**config.mk**
```make
export PLATFORM = sky130hd
export DESIGN_NAME = txll_ll_flat
export DESIGN_NICKNAME = d
export VERILOG_FILES = /design/src/rtl/txll_ll_if.sv /design/src/rtl/txll_ll.sv /design/src/flat_wrapper.sv
export SDC_FILE = /design/constraint.sdc
export NUM_CORES = 1
export LEC_CHECK = 0
export CORE_MARGIN = 2
export CORE_UTILIZATION = 48
export DETAILED_ROUTE_END_ITERATION = 10
export PLACE_DENSITY = 0.87
export SLEW_MARGIN = 30
export SYNTH_ARGS = -nofsm -noshare
export SYNTH_HDL_FRONTEND = slang
export SYNTH_SLANG_ARGS = --single-unit
```
**constraint.sdc**
```tcl
create_clock -name phyclk -period 5.3 [get_ports phyclk]
set_clock_uncertainty 0.05 [all_clocks]
set_input_delay 0.53 -clock phyclk [delete_from_list [all_inputs] [get_ports phyclk]]
set_output_delay 0.53 -clock phyclk [all_outputs]
set_load 0.05 [all_outputs]
```
**src/rtl/txll_ll_if.sv**
```systemverilog
// TRN transmit interface between the SATA link-layer framer and the link/PHY engine.
// Ports: master = framer side (drives data/sof/eof/src_rdy/src_dsc); slave = destination side.
interface txll_ll_if;
   logic [31:0] trn_td;
   logic        trn_tsof_n;
   logic        trn_teof_n;
   logic        trn_tsrc_rdy_n;
   logic        trn_tsrc_dsc_n;
   logic        trn_tdst_rdy_n;
   logic        trn_tdst_dsc_n;

   modport master (
      output trn_td,
      output trn_tsof_n,
      output trn_teof_n,
      output trn_tsrc_rdy_n,
      output trn_tsrc_dsc_n,
      input  trn_tdst_rdy_n,
      input  trn_tdst_dsc_n
   );

   modport slave (
      input  trn_td,
      input  trn_tsof_n,
      input  trn_teof_n,
      input  trn_tsrc_rdy_n,
      input  trn_tsrc_dsc_n,
      output trn_tdst_rdy_n,
      output trn_tdst_dsc_n
   );
endinterface

```
**src/rtl/txll_ll.sv**
```systemverilog
// SATA transmit link-layer framer: drains FWFT TX FIFO words into TRN frames.
// Ports: phyclk/phyreset (sync, active-high); rd_* FIFO read port; trn master
// interface; txll2port_txcount/done/err status toward the port.
// Option: define TXLL_CUT_THROUGH_EN to start frames as soon as the FIFO is
// non-empty (default is store-and-forward, waiting for rd_eof_rdy).
module txll_ll (
   input  logic             phyclk,
   input  logic             phyreset,
   input  logic [35:0]      rd_do,
   input  logic             rd_empty,
   input  logic             rd_eof_rdy,
   output logic             rd_en,
   txll_ll_if.master        trn,
   output logic [15:0]      txll2port_txcount,
   output logic             txll2port_done,
   output logic             txll2port_err
);
   localparam logic [1:0] ST_IDLE  = 2'd0;
   localparam logic [1:0] ST_SEND  = 2'd1;
   localparam logic [1:0] ST_LAST  = 2'd2;
   localparam logic [1:0] ST_FLUSH = 2'd3;

   logic [1:0]  state;
   logic        oreg_vld;
   logic [31:0] oreg_td;
   logic        oreg_sof_n;
   logic        oreg_eof_n;
   logic        src_dsc_n;
   logic [15:0] txcount;
   logic        done;
   logic        err;

   logic head_sof;
   logic head_eof;
   logic accept;
   logic can_load;
   logic start;
   logic dst_dsc;
   logic abort;
   logic unused_rsvd;

   assign head_sof    = rd_do[32];
   assign head_eof    = rd_do[33];
   assign accept      = oreg_vld & ~trn.trn_tdst_rdy_n;
   assign can_load    = ~rd_empty & (~oreg_vld | accept);

`ifdef TXLL_CUT_THROUGH_EN
   assign start       = ~rd_empty;
   assign unused_rsvd = ^{rd_do[35:34], rd_eof_rdy};
`else
   // eof_rdy implies a non-empty FIFO; the AND keeps rd_en safe anyway
   assign start       = rd_eof_rdy & ~rd_empty;
   assign unused_rsvd = ^rd_do[35:34];
`endif

   assign dst_dsc = ~trn.trn_tdst_dsc_n
                  & ((state == ST_SEND) | (state == ST_LAST));

   // a sof at the head while a load would happen aborts the frame
   assign abort = (state == ST_SEND) & ~dst_dsc & can_load & head_sof;

   always_comb begin
      rd_en = 1'b0;
      if (!phyreset) begin
         case (state)
            ST_IDLE:  rd_en = start;
            ST_SEND:  rd_en = ~dst_dsc & can_load & ~head_sof;
            ST_FLUSH: rd_en = ~rd_empty;
            ST_LAST:  rd_en = 1'b0;
         endcase
      end
   end

   always_ff @(posedge phyclk) begin
      if (phyreset) begin
         state      <= ST_IDLE;
         oreg_vld   <= 1'b0;
         oreg_td    <= 32'd0;
         oreg_sof_n <= 1'b1;
         oreg_eof_n <= 1'b1;
         src_dsc_n  <= 1'b1;
         txcount    <= 16'd0;
         done       <= 1'b0;
         err        <= 1'b0;
      end else begin
         done      <= 1'b0;
         err       <= 1'b0;
         src_dsc_n <= 1'b1;
         if (accept && txcount != 16'hFFFF)
            txcount <= txcount + 16'd1;
         case (state)
            ST_IDLE: begin
               if (start) begin
                  if (head_sof) begin
                     oreg_vld   <= 1'b1;
                     oreg_td    <= rd_do[31:0];
                     oreg_sof_n <= 1'b0;
                     oreg_eof_n <= ~head_eof;
                     txcount    <= 16'd0;
                     state      <= head_eof ? ST_LAST : ST_SEND;
                  end else begin
                     err <= 1'b1;
                  end
               end
            end
            ST_SEND: begin
               if (dst_dsc) begin
                  oreg_vld <= 1'b0;
                  err      <= 1'b1;
                  state    <= ST_FLUSH;
               end else if (abort) begin
                  oreg_vld  <= 1'b0;
                  src_dsc_n <= 1'b0;
                  err       <= 1'b1;
                  state     <= ST_IDLE;
               end else if (can_load) begin
                  oreg_vld   <= 1'b1;
                  oreg_td    <= rd_do[31:0];
                  oreg_sof_n <= 1'b1;
                  oreg_eof_n <= ~head_eof;
                  if (head_eof)
                     state <= ST_LAST;
               end else if (accept) begin
                  // underrun: only reachable with cut-through
                  oreg_vld <= 1'b0;
               end
            end
            ST_LAST: begin
               if (dst_dsc) begin
                  oreg_vld <= 1'b0;
                  err      <= 1'b1;
                  state    <= ST_IDLE;
               end else if (accept) begin
                  oreg_vld <= 1'b0;
                  done     <= 1'b1;
                  state    <= ST_IDLE;
               end
            end
            ST_FLUSH: begin
               if (!rd_empty && head_eof)
                  state <= ST_IDLE;
            end
         endcase
      end
   end

   assign trn.trn_td         = oreg_td;
   assign trn.trn_tsof_n     = oreg_sof_n;
   assign trn.trn_teof_n     = oreg_eof_n;
   assign trn.trn_tsrc_rdy_n = ~oreg_vld;
   assign trn.trn_tsrc_dsc_n = src_dsc_n;

   assign txll2port_txcount = txcount;
   assign txll2port_done    = done;
   assign txll2port_err     = err;
endmodule

```
**src/flat_wrapper.sv**
```systemverilog
// flat-port wrapper written by rule: the top's interface ports become plain ports
module txll_ll_flat 
  (phyclk, phyreset, rd_do, rd_empty, rd_eof_rdy, rd_en, txll2port_txcount, txll2port_done, txll2port_err, trn_trn_td, trn_trn_tsof_n, trn_trn_teof_n, trn_trn_tsrc_rdy_n, trn_trn_tsrc_dsc_n, trn_trn_tdst_rdy_n, trn_trn_tdst_dsc_n);
  txll_ll_if trn_i ();
  input  logic phyclk;
  input  logic phyreset;
  input  logic [35:0] rd_do;
  input  logic rd_empty;
  input  logic rd_eof_rdy;
  output logic rd_en;
  output logic [15:0] txll2port_txcount;
  output logic txll2port_done;
  output logic txll2port_err;
  output wire logic [$bits(trn_i.trn_td)-1:0] trn_trn_td;
  output wire logic [$bits(trn_i.trn_tsof_n)-1:0] trn_trn_tsof_n;
  output wire logic [$bits(trn_i.trn_teof_n)-1:0] trn_trn_teof_n;
  output wire logic [$bits(trn_i.trn_tsrc_rdy_n)-1:0] trn_trn_tsrc_rdy_n;
  output wire logic [$bits(trn_i.trn_tsrc_dsc_n)-1:0] trn_trn_tsrc_dsc_n;
  input wire logic [$bits(trn_i.trn_tdst_rdy_n)-1:0] trn_trn_tdst_rdy_n;
  input wire logic [$bits(trn_i.trn_tdst_dsc_n)-1:0] trn_trn_tdst_dsc_n;
  assign trn_trn_td = trn_i.trn_td;
  assign trn_trn_tsof_n = trn_i.trn_tsof_n;
  assign trn_trn_teof_n = trn_i.trn_teof_n;
  assign trn_trn_tsrc_rdy_n = trn_i.trn_tsrc_rdy_n;
  assign trn_trn_tsrc_dsc_n = trn_i.trn_tsrc_dsc_n;
  assign trn_i.trn_tdst_rdy_n = trn_trn_tdst_rdy_n;
  assign trn_i.trn_tdst_dsc_n = trn_trn_tdst_dsc_n;
  txll_ll u_core (.phyclk(phyclk), .phyreset(phyreset), .rd_do(rd_do), .rd_empty(rd_empty), .rd_eof_rdy(rd_eof_rdy), .rd_en(rd_en), .trn(trn_i), .txll2port_txcount(txll2port_txcount), .txll2port_done(txll2port_done), .txll2port_err(txll2port_err));
endmodule
```
# Yosys cells after proc, flatten, opt, wreduce, memory -nomap -nowiden
# Index checks and enable logic that the tools add are counted.
[totals]
ff_bits = 56
inputBits = 42
word_cells = 105
out_inout_bits = 55
[op_classes]
muxes = 51
n_bitwise = 20
n_reduce_logical = 11
add_sub_neg = 1
eq_ne = 13
[op_table]
columns = ["cell", "n"]
rows = [
  ["$mux 32", 5],
  ["$mux 16", 4],
  ["$pmux 32 s2", 1],
  ["$mux 1", 25],
  ["$mux 2", 10],
  ["$add 16x1->16 const B", 1],
  ["$ne 16x16->1 const B", 1],
  ["$reduce_and 6->1", 2],
  ["$and 1x1->1", 9],
  ["$not 1->1", 9],
  ["$pmux 2 s4", 1],
  ["$ne 2x1->1 const B", 3],
  ["$ne 2x2->1 const B", 3],
  ["$pmux 1 s3", 2],
  ["$reduce_or 3->1", 2],
  ["$eq 2x2->1 const B", 2],
  ["$ne 4x1->1 const B", 1],
  ["$ne 4x2->1 const B", 1],
  ["$pmux 1 s2", 2],
  ["$pmux 1 s4", 1],
  ["$ne 3x1->1 const B", 1],
  ["$reduce_and 3->1", 1],
  ["$reduce_bool 3->1", 1],
  ["$eq 2x1->1 const B", 1],
  ["other kinds (5)", 7],
]

# Longest topological paths before layout
# Gate-level depths: netlist of the first run.
[depth]
depth_word = 10
ltp_mapped = 8
depth_no_buf = 6

# Worst setup path after synthesis of the first run
# No wires, ideal clock.
[synth_timing]
path_kind = "in2out"
startpoint = "input trn_trn_tdst_dsc_n"
endpoint = "output rd_en"
path_stages = 4
arrival_ns = 3.437
n_path_buf = 1
required_ns = 4.720
path_slack_ns = 1.283
path_cell_list = "clkbuf_1 -> nand2b_1 -> a311oi_1 -> a2111oi_0"
[synth_via]
elab_chain_cells = 7
[synth_lines]
columns = ["item", "line", "source"]
rows = [
  ["from (decl)", "flat_wrapper.sv:20", "input wire logic [$bits(trn_i.trn_tdst_dsc_n)-1:0] trn_trn_tdst_dsc_n;"],
  ["$not 1->1", "txll_ll.sv:56", "assign dst_dsc = ~trn.trn_tdst_dsc_n"],
  ["$and 1x1->1", "txll_ll.sv:57", "& ((state == ST_SEND) | (state == ST_LAST));"],
  ["$not 1->1", "txll_ll.sv:67", "ST_SEND: rd_en = ~dst_dsc & can_load & ~head_sof;"],
  ["$and 1x1->1 (2 in a row)", "txll_ll.sv:67", ""],
  ["$pmux 1 s4", "txll_ll.sv:65", "case (state)"],
  ["$mux 1", "txll_ll.sv:64", "if (!phyreset) begin"],
  ["to (decl)", "flat_wrapper.sv:10", "output logic rd_en;"],
]
# Every way passes these cells.

# Worst setup path after layout of the first run
# Ends and elaborated chain as after synthesis.

==> flow_metrics.tcl, run 1 <==
set metrics [dict create \
    regArea_mm2 0.00112 \
    utilization 0.684 \
    clkTransAtPathRegs_ns 0.10 \
    vias 2752 \
    yosys_warnings 0 \
    ctsResizeCount 0 \
    maxCapViolations 0 \
    worstPathRequired_ns 4.72 \
    insertion_delay_ns 0.31 \
    grt_start_max_net_pins 46 \
    grt_pass1_vias 2545 \
    setup_violations 0 \
    drt-total-wl_mm 7.19 \
    dp_hpwl_mm 4.93 \
    startpoint_type "input pin" \
    area_delta_synth_final_pct 39.4 \
    ys_seq_elements 56 \
    grtUsageTotal 0.230 \
    crit_path_end_kind "primary output" \
    io_buffer_count 94 \
    cts-root-buf "clkbuf_8" \
    dieArea_mm2 0.00617 \
    drv_slew 0 \
    final_common_cell "clkdlybuf4s50_1" \
    multiInputGateArea_mm2 0.00142 \
    period_needed_ns 3.32 \
    cts.sinks 56 \
    final_nets 452 \
    final_cell_mix "clkdlybuf4s50_1 (94), dfxtp_1 (56), a21oi_1 (47)" \
    tightest_slew_ns 0.611 \
    nFillCells 459 \
    dpl-instance-area_mm2 0.00364 \
    core-area_mm2 0.00544 \
    status "complete, no violations" \
    yosysSeqAreaShare 0.420 \
    dr.pass1.iters 4 \
    synth_nets 369 \
    syn-mean-instance-area_um2 8.34 \
    die_y_um 78.6 \
    synth-main-ff-cell "dfxtp_1" \
    relSlewSlack 0.589 \
    leakagePower_nw 1.22 \
    powerDensity_mw_per_mm2 248 \
    worstPathMaxFanout 9 \
    synth-edff-count 0 \
    gr-total-overflow 0 \
    antennaDiodeCount 0 \
    postCtsSetupBuffers 0 \
    rsz0062_at_grt "no" \
    finalCritPeriodShare 0.627 \
    cts_tree "done" \
    h-tree-depth 2 \
    netlist_area_mm2 0.00267 \
    design_area_mm2 0.00372 \
    arrival_ns 2.74 \
    synthArstFlopShare 0 \
    rows 27 \
    fp.dieW_um 78.6 \
    ctsHoldBuffers 0 \
    io_pins 97 \
    critical_path_class "in2out" \
    drt_iter0_markers 150 \
    vdd_drop_max_mv 0.179 \
    totalNegativeSetupSlack_ns 0 \
    syn_inst 320 \
    drive_above_1_share 0.0521 \
    cts_buffers 5 \
    ant_nets 0 \
    initial_core_util 0.491 \
    clockBufferDepth 2 \
    hp-class "reg2reg" \
    globalplace.congestion 0.894 \
    max_freq_ghz 0.301 \
    finalHoldViolCount 0 \
    routed_via_density 5.79 \
    antenna_found_initial 0 \
    drc_errors 0 \
    wl_per_cell_um 15.1 \
    grt_pass1_wl_mm 11.6 \
    synth_cell_types 54 \
]
## logic make-up after synthesis
kind of cell / Yosys count / synth area share
AND/OR/NAND/NOR: 113 / 0.247
AO/OA/AOI/OAI: 110 / 0.238
flip-flops: 56 / 0.420
buffers and inverters: 30 / 0.0464
adder cells (fa/ha/maj): 7 / 0.0328
multiplexers: 3 / 0.0122
XOR/XNOR: 1 / 0.00328
## worst max-delay path, stage by stage
cell and delay (ns):
clkdlybuf4s50_1 0.65, nand2b_1 0.21, a311oi_1 0.11, a2111oi_0 0.35
clkdlybuf4s50_1 0.89
## area by class of cell
class | instances | area share
inverter | 7 | 0.00706
clock inverter | 2 | 0.00336
sequential | 56 | 0.301
clock buffer | 5 | 0.0185
tap | 72 | 0.0242
timing repair buffer | 99 | 0.263
multi-input combinational | 234 | 0.383
## per-stage QoR
step | total power [mW] | std cells | hold slack (ns) | setup slack, ns
final | 0.923 | 475 | 0.433 | 1.98
after global routing | 0.964 | 475 | 0.458 | 1.82
after CTS | 0.924 | 475 | 0.432 | 1.98
after detailed placement | 0.702 | 468 | 0.417 | 2.01
after global placement | 0.697 | 468 | 0.409 | 2.01
after floorplan | 0.615 | 320 | 0.493 | 1.28
## where the power goes
| group | internal, mW | switching [mW] |
|---|---|---|
| clock | 0.0900 | 0.139 |
| combinational | 0.0919 | 0.150 |
| sequential | 0.439 | 0.0134 |
## flip-flops by register name, indices dropped and copies added, names as in the netlist
register,cells
u_core.trn.trn_td,32
u_core.txll2port_txcount,16
u_core.state,2
u_core.oreg_vld,1
u_core.trn.trn_teof_n,1
u_core.trn.trn_tsof_n,1
u_core.trn.trn_tsrc_dsc_n,1
u_core.txll2port_done,1
u_core.txll2port_err,1
## synth_stat cells, drive strengths merged (5+ instances only)
master   n  area, um^2
nor2    10        37.5
clkbuf  10        37.5
nor3     8        40.0
dfxtp   56        1120
nand4    5        52.6
ha       7        87.6
inv      6        22.5
nand3   41         218
o21ai   42         210
nand2   13        48.8
a21oi   47         235
buf     13        60.1
or3      9        61.3
## layer usage
metal | part of all wire | track usage
met5 | 0 | 0
met2 | 0.49 | 0.379
met4 | 0.012 | 0.0579
met3 | 0.088 | 0.0747
met1 | 0.41 | 0.289
## path summary, 6_finish.rpt
check                                                  startpoint                                 to  depth (start not counted)  slack, ns
worst max register to register       u_core.state[0]$_SDFFE_PP0P_       u_core.state[1]$_SDFFE_PP0P_                          6       3.13
worst min-delay path            u_core.trn.trn_td[8]$_SDFFE_PP0P_  u_core.trn.trn_td[8]$_SDFFE_PP0P_                          2       0.43
worst max-delay path                           trn_trn_tdst_dsc_n                              rd_en                          5       1.98
worst min register to register  u_core.trn.trn_td[8]$_SDFFE_PP0P_  u_core.trn.trn_td[8]$_SDFFE_PP0P_                          2       0.43
(Power assumes the default switching activity.)
==> inputs of run 2 (changes only) <==
- CORE_UTILIZATION: 48 -> 40
- PLACE_DENSITY: 0.87 -> 0.78
- clock period: 5.3 -> 2.8 ns (I/O delays scaled with it)
==> flow_metrics.tcl, run 2 (synthesis results as in run 1) <==
set metrics [dict create \
    status "complete, no violations" \
    critical_path_class "reg2out" \
    final_nets 453 \
    r2r-start "u_core.state[0]$_SDFFE_PP0P_" \
    drc_errors 0 \
    drt_iter0_markers 144 \
    area_delta_synth_final_pct 41.6 \
    combPwrFrac 0.269 \
    initial_core_util 0.418 \
    gr-total-overflow 0 \
    antenna_found_initial 0 \
    arrival_ns 2.04 \
    final_common_cell "clkdlybuf4s50_1" \
    io_buffer_count 94 \
    finalHoldViolCount 0 \
    slowest_stage "a2111oi_2" \
    final_cell_mix "clkdlybuf4s50_1 (93), dfxtp_1 (56), a21oi_1 (47)" \
    routed-wl-met3_um 671 \
    highest_layer "met4" \
    period_needed_ns 2.37 \
    critPathMaxStageDelay_ns 0.43 \
    swShare 0.330 \
    fp.dieW_um 85.7 \
    drv_slew 0 \
    ctsHoldBuffers 0 \
    cts_buffers 5 \
    cts.sinks 56 \
    worstPathMaxFanout 4 \
    cts_tree "done" \
    clockBufferDepth 2 \
    grt_pass1_wl_mm 12.3 \
    hold_ws_ns 0.429 \
    path_cells "inv_1, ha_1, nand2b_1, a311oi_1, a2111oi_2, buf_12" \
    hold_path.startpoint "u_core.trn.trn_td[12]$_SDFFE_PP0P_" \
    vias 2722 \
    postCtsSetupBuffers 0 \
    ctsResizeCount 0 \
    grtUsageTotal 0.204 \
    totalNegativeSetupSlack_ns 0 \
    reg2regPathDepth 7 \
    p_clk_frac 0.252 \
    hold_end "u_core.trn.trn_td[12]$_SDFFE_PP0P_" \
    worstPathRequired_ns 2.47 \
    drive_above_1_share 0.0617 \
    antennaDiodeCount 0 \
    ant_nets 0 \
    rsz0062_at_grt "no" \
    cts-root-buf "clkbuf_8" \
    core-area_mm2 0.00639 \
    met1_length_mm 3.23 \
    routed_via_density 5.65 \
    setup_violations 0 \
    switching_power_mw 0.587 \
    holdPathStages 2 \
    crit_path_end_kind "primary output" \
    regToRegSetupSlack_ns 0.48 \
    io_pins 97 \
    largest_reg_flops 32 \
    dr.pass1.iters 4 \
    dr_wl_met2_mm 3.43 \
    insertion_delay_ns 0.31 \
    startpoint_type "flip-flop" \
    grt_start_max_net_pins 45 \
    leakagePower_nw 1.24 \
    r2r_end "u_core.trn.trn_td[25]$_SDFFE_PP0P_" \
    die_y_um 85.7 \
    finalCritPeriodShare 0.848 \
    grt_pass1_vias 2625 \
    dp_hpwl_mm 5.16 \
    max_freq_ghz 0.421 \
    place_ws_ns 0.473 \
    clkTransAtPathRegs_ns 0.10 \
    globalplace.congestion 0.882 \
    timing.final.ws_setup_ns 0.426 \
    rows 29 \
    p_seq_frac 0.480 \
    wl_per_cell_um 15.4 \
    hp-class "reg2reg" \
    tightest_slew_ns 0.604 \
    h-tree-depth 2 \
    drt-total-wl_mm 7.43 \
    total_power_mw 1.78 \
    maxCapViolations 0 \
    internal_power_mw 1.19 \
    dieArea_mm2 0.00734 \
    relSlewSlack 0.593 \
    powerDensity_mw_per_mm2 471 \
    vdd_drop_max_mv 0.330 \
]
-- run 2: cell types whose count changed in the layout (fill, tap and decap cells not counted), sizes merged --
cell	delta
buf	+2
clkbuf	+1
clkdlybuf4s50	-1
-- run 2: worst max-delay path: cells and delay by family, from the launching register on --
family | cells | cell delay, ns
AO/OA/AOI/OAI | 2 | 0.54
buffers and inverters | 2 | 0.31
AND/OR/NAND/NOR | 1 | 0.13
adder cells (fa/ha/maj) | 1 | 0.35
flip-flops | 1 | 0.40
-- run 2: routing by layer --
layer / up-vias / global-route usage
met3: 9 / 0.0799
met4: 0 / 0.0563
met5: - / 0
met1: 1270 / 0.261
li1: 1344 / -
met2: 99 / 0.322
-- run 2: through the flow --
step           area [um^2]  instances   util
6_report              3780        482  0.592
3_3_place_gp          3690        474  0.578
2_1_floorplan         2680        320      -
5_1_grt               3780        482  0.592
4_1_cts               3780        482  0.592
3_5_place_dp          3690        474  0.578
-- run 2: layout make-up --
cell class                      instances  area, um^2
Fill cell                             590        2610
Multi-Input combinational cell        234        1440
Sequential cell                        56        1120
Timing Repair Buffer                  100        1010
Tap cell                               77        96.3
Clock buffer                            6        72.6
Inverter                                7        26.3
Clock inverter                          2        16.3
-- run 2: how the worst max path moves through the flow --
stage,from,to,cells past startpoint
finish,u_core.state[0]$_SDFFE_PP0P_,rd_en,6
global route,u_core.state[0]$_SDFFE_PP0P_,u_core.trn.trn_td[15]$_SDFFE_PP0P_,7
CTS,u_core.state[0]$_SDFFE_PP0P_,rd_en,6
detailed placement,rd_do[32],u_core.trn.trn_td[18]$_SDFFE_PP0P_,6
global placement,rd_do[32],u_core.state[0]$_SDFFE_PP0P_,6
floorplan,u_core.state[0]$_SDFFE_PP0P_,rd_en,5
-- run 2: power groups by stage --
stage                     registers, mW  clock network [mW]  logic [mW]
after floorplan                   0.965                   0       0.202
after global placement            0.870                   0       0.470
after detailed placement          0.873                   0       0.476
after CTS                         0.854               0.465       0.478
after global routing              0.860               0.492       0.513
final                             0.854               0.448       0.478
==> inputs of run 3 (changes only) <==
- CORE_UTILIZATION: 40 -> 45
- PLACE_DENSITY: 0.78 -> 0.83
- clock period: 2.8 -> 2.2 ns (I/O delays scaled with it)
==> flow_metrics.tcl, run 3 (synthesis results as in run 1) <==
set metrics [dict create \
    cts_buffers 5 \
    final_nets 461 \
    wl_per_cell_um 14.7 \
    powerDensity_mw_per_mm2 596 \
    maxCapViolations 0 \
    finalHoldViolCount 0 \
    gr-total-overflow 0 \
    cts-root-buf "clkbuf_8" \
    leakagePower_nw 1.29 \
    antenna_found_initial 0 \
    dieArea_mm2 0.00656 \
    ctsHoldBuffers 0 \
    routed_via_density 5.64 \
    rows 28 \
    clockBufferDepth 2 \
    max_freq_ghz 0.476 \
    nFillCells 513 \
    path_common_cell "inv_2" \
    tightest_slew_ns 0.555 \
    drc_errors 0 \
    io_pins 97 \
    final_cell_mix "clkdlybuf4s50_1 (93), dfxtp_1 (54), a21oi_1 (47)" \
    slowest_stage "dfxtp_2" \
    drv_slew 0 \
    dp_cells 480 \
    drt_iter0_markers 86 \
    worstPathRequired_ns 1.93 \
    rsz0062_at_grt "no" \
    crit_path_end_kind "primary output" \
    critical_path_class "reg2out" \
    ant_nets 0 \
    status "complete, no violations" \
    antennaDiodeCount 0 \
    drt-total-wl_mm 7.19 \
    stdcell_count 488 \
    clkTransAtPathRegs_ns 0.11 \
    relSlewSlack 0.629 \
    initial_core_util 0.459 \
    period_needed_ns 2.10 \
    vias 2753 \
    grt_pass1_vias 2571 \
    arrival_ns 1.83 \
    startpoint_type "flip-flop" \
    critPathMaxStageDelay_ns 0.35 \
    cts.sinks 56 \
    path_cells "inv_2, ha_2, inv_2, nor2_2, a311oi_2, a2111oi_4, buf_12" \
    grtUsageTotal 0.223 \
    setup_violations 0 \
    area_delta_synth_final_pct 45.4 \
    h-tree-depth 2 \
    totalNegativeSetupSlack_ns 0 \
    dpl-instance-area_mm2 0.00375 \
    total_power_mw 2.31 \
    hp-class "in2reg" \
    design_area_mm2 0.00388 \
    die_y_um 81.0 \
    core-area_mm2 0.00582 \
    io_buffer_count 94 \
    postCtsSetupBuffers 0 \
    fp.dieW_um 81.0 \
    final_common_cell "clkdlybuf4s50_1" \
    cts_tree "done" \
    globalplace.congestion 0.923 \
    vdd_drop_max_mv 0.404 \
    insertion_delay_ns 0.31 \
    finalCritPeriodShare 0.956 \
    grt_start_max_net_pins 35 \
    largest_reg_flops 32 \
    grt_pass1_wl_mm 11.7 \
    dp_hpwl_mm 5.21 \
    drive_above_1_share 0.107 \
    worstPathMaxFanout 7 \
    dr.pass1.iters 4 \
]
==> run 3: changes by cell type in the layout (fill, tap and decap cells not counted), sizes merged <==
| cell | previous run | this run |
|---|---|---|
| clkinv | 2 | 1 |
| buf | 7 | 15 |
| clkbuf | 6 | 5 |
| inv | 6 | 8 |
==> run 3: path summary, 6_finish.rpt <==
path	from	depth (start not counted)	slack (ns)	endpoint
min reg2reg	u_core.trn.trn_td[8]$_SDFFE_PP0P_	2	0.43	u_core.trn.trn_td[8]$_SDFFE_PP0P_
min	rd_do[16]	3	0.40	u_core.trn.trn_td[16]$_SDFFE_PP0P_
max	u_core.state[1]$_SDFFE_PP0P_	7	0.1	rd_en
max reg2reg	u_core.state[0]$_SDFFE_PP0P_	6	0.26	u_core.state[1]$_SDFFE_PP0P_
==> run 3: final cells by class <==
cell class                      count  area [um^2]  share of cell area
Clock inverter                      3         25.0             0.00645
Timing Repair Buffer              108         1060               0.272
Multi-Input combinational cell    234         1490               0.383
Tap cell                           75         93.8              0.0242
Clock buffer                        5         68.8              0.0177
Sequential cell                    56         1120               0.290
Inverter                            7         26.3             0.00677
==> run 3: where the power goes <==
part           total (mW)  switching (mW)  internal [mW]  leakage, nW
Clock               0.586           0.353          0.233       0.0452
Combinational       0.641           0.385          0.256        0.791
Sequential           1.09          0.0289           1.06        0.455
Total                2.31           0.767           1.55         1.29
==> run 3: critical path, delay by kind of cell (launching register included) <==
family          cells  cell delay, ns
fa+ha+maj           1            0.22
simple gates        1            0.12
flops               1            0.35
buf+inv             3            0.35
compound gates      2            0.48
==> run 3: what timing repair did <==
item,in CTS,in global routing
gates resized for setup,4,6
endpoints found under the hold margin,0,0
pin swaps,1,1
setup endpoints to repair,1,3
==> run 3: metrics by stage <==
| stage | hold WS [ns] | utilization | setup WS, ns |
|---|---|---|---|
| final | 0.402 | 0.667 | 0.0978 |
| after global routing | 0.395 | 0.667 | 0.00267 |
| after CTS | 0.390 | 0.662 | 0.0622 |
| after detailed placement | 0.415 | 0.644 | 0.0252 |
| after global placement | 0.410 | 0.644 | 0.0953 |
| after floorplan | 0.318 | - | 0.00781 |
==> run 3: metal layers <==
layer | global-route usage | up-vias | routed length [um]
met4 | 0.0746 | 0 | 97
met2 | 0.361 | 79 | 3480
met3 | 0.0911 | 11 | 620
met1 | 0.268 | 1294 | 3000
li1 | - | 1369 | -
met5 | 0 | - | 0
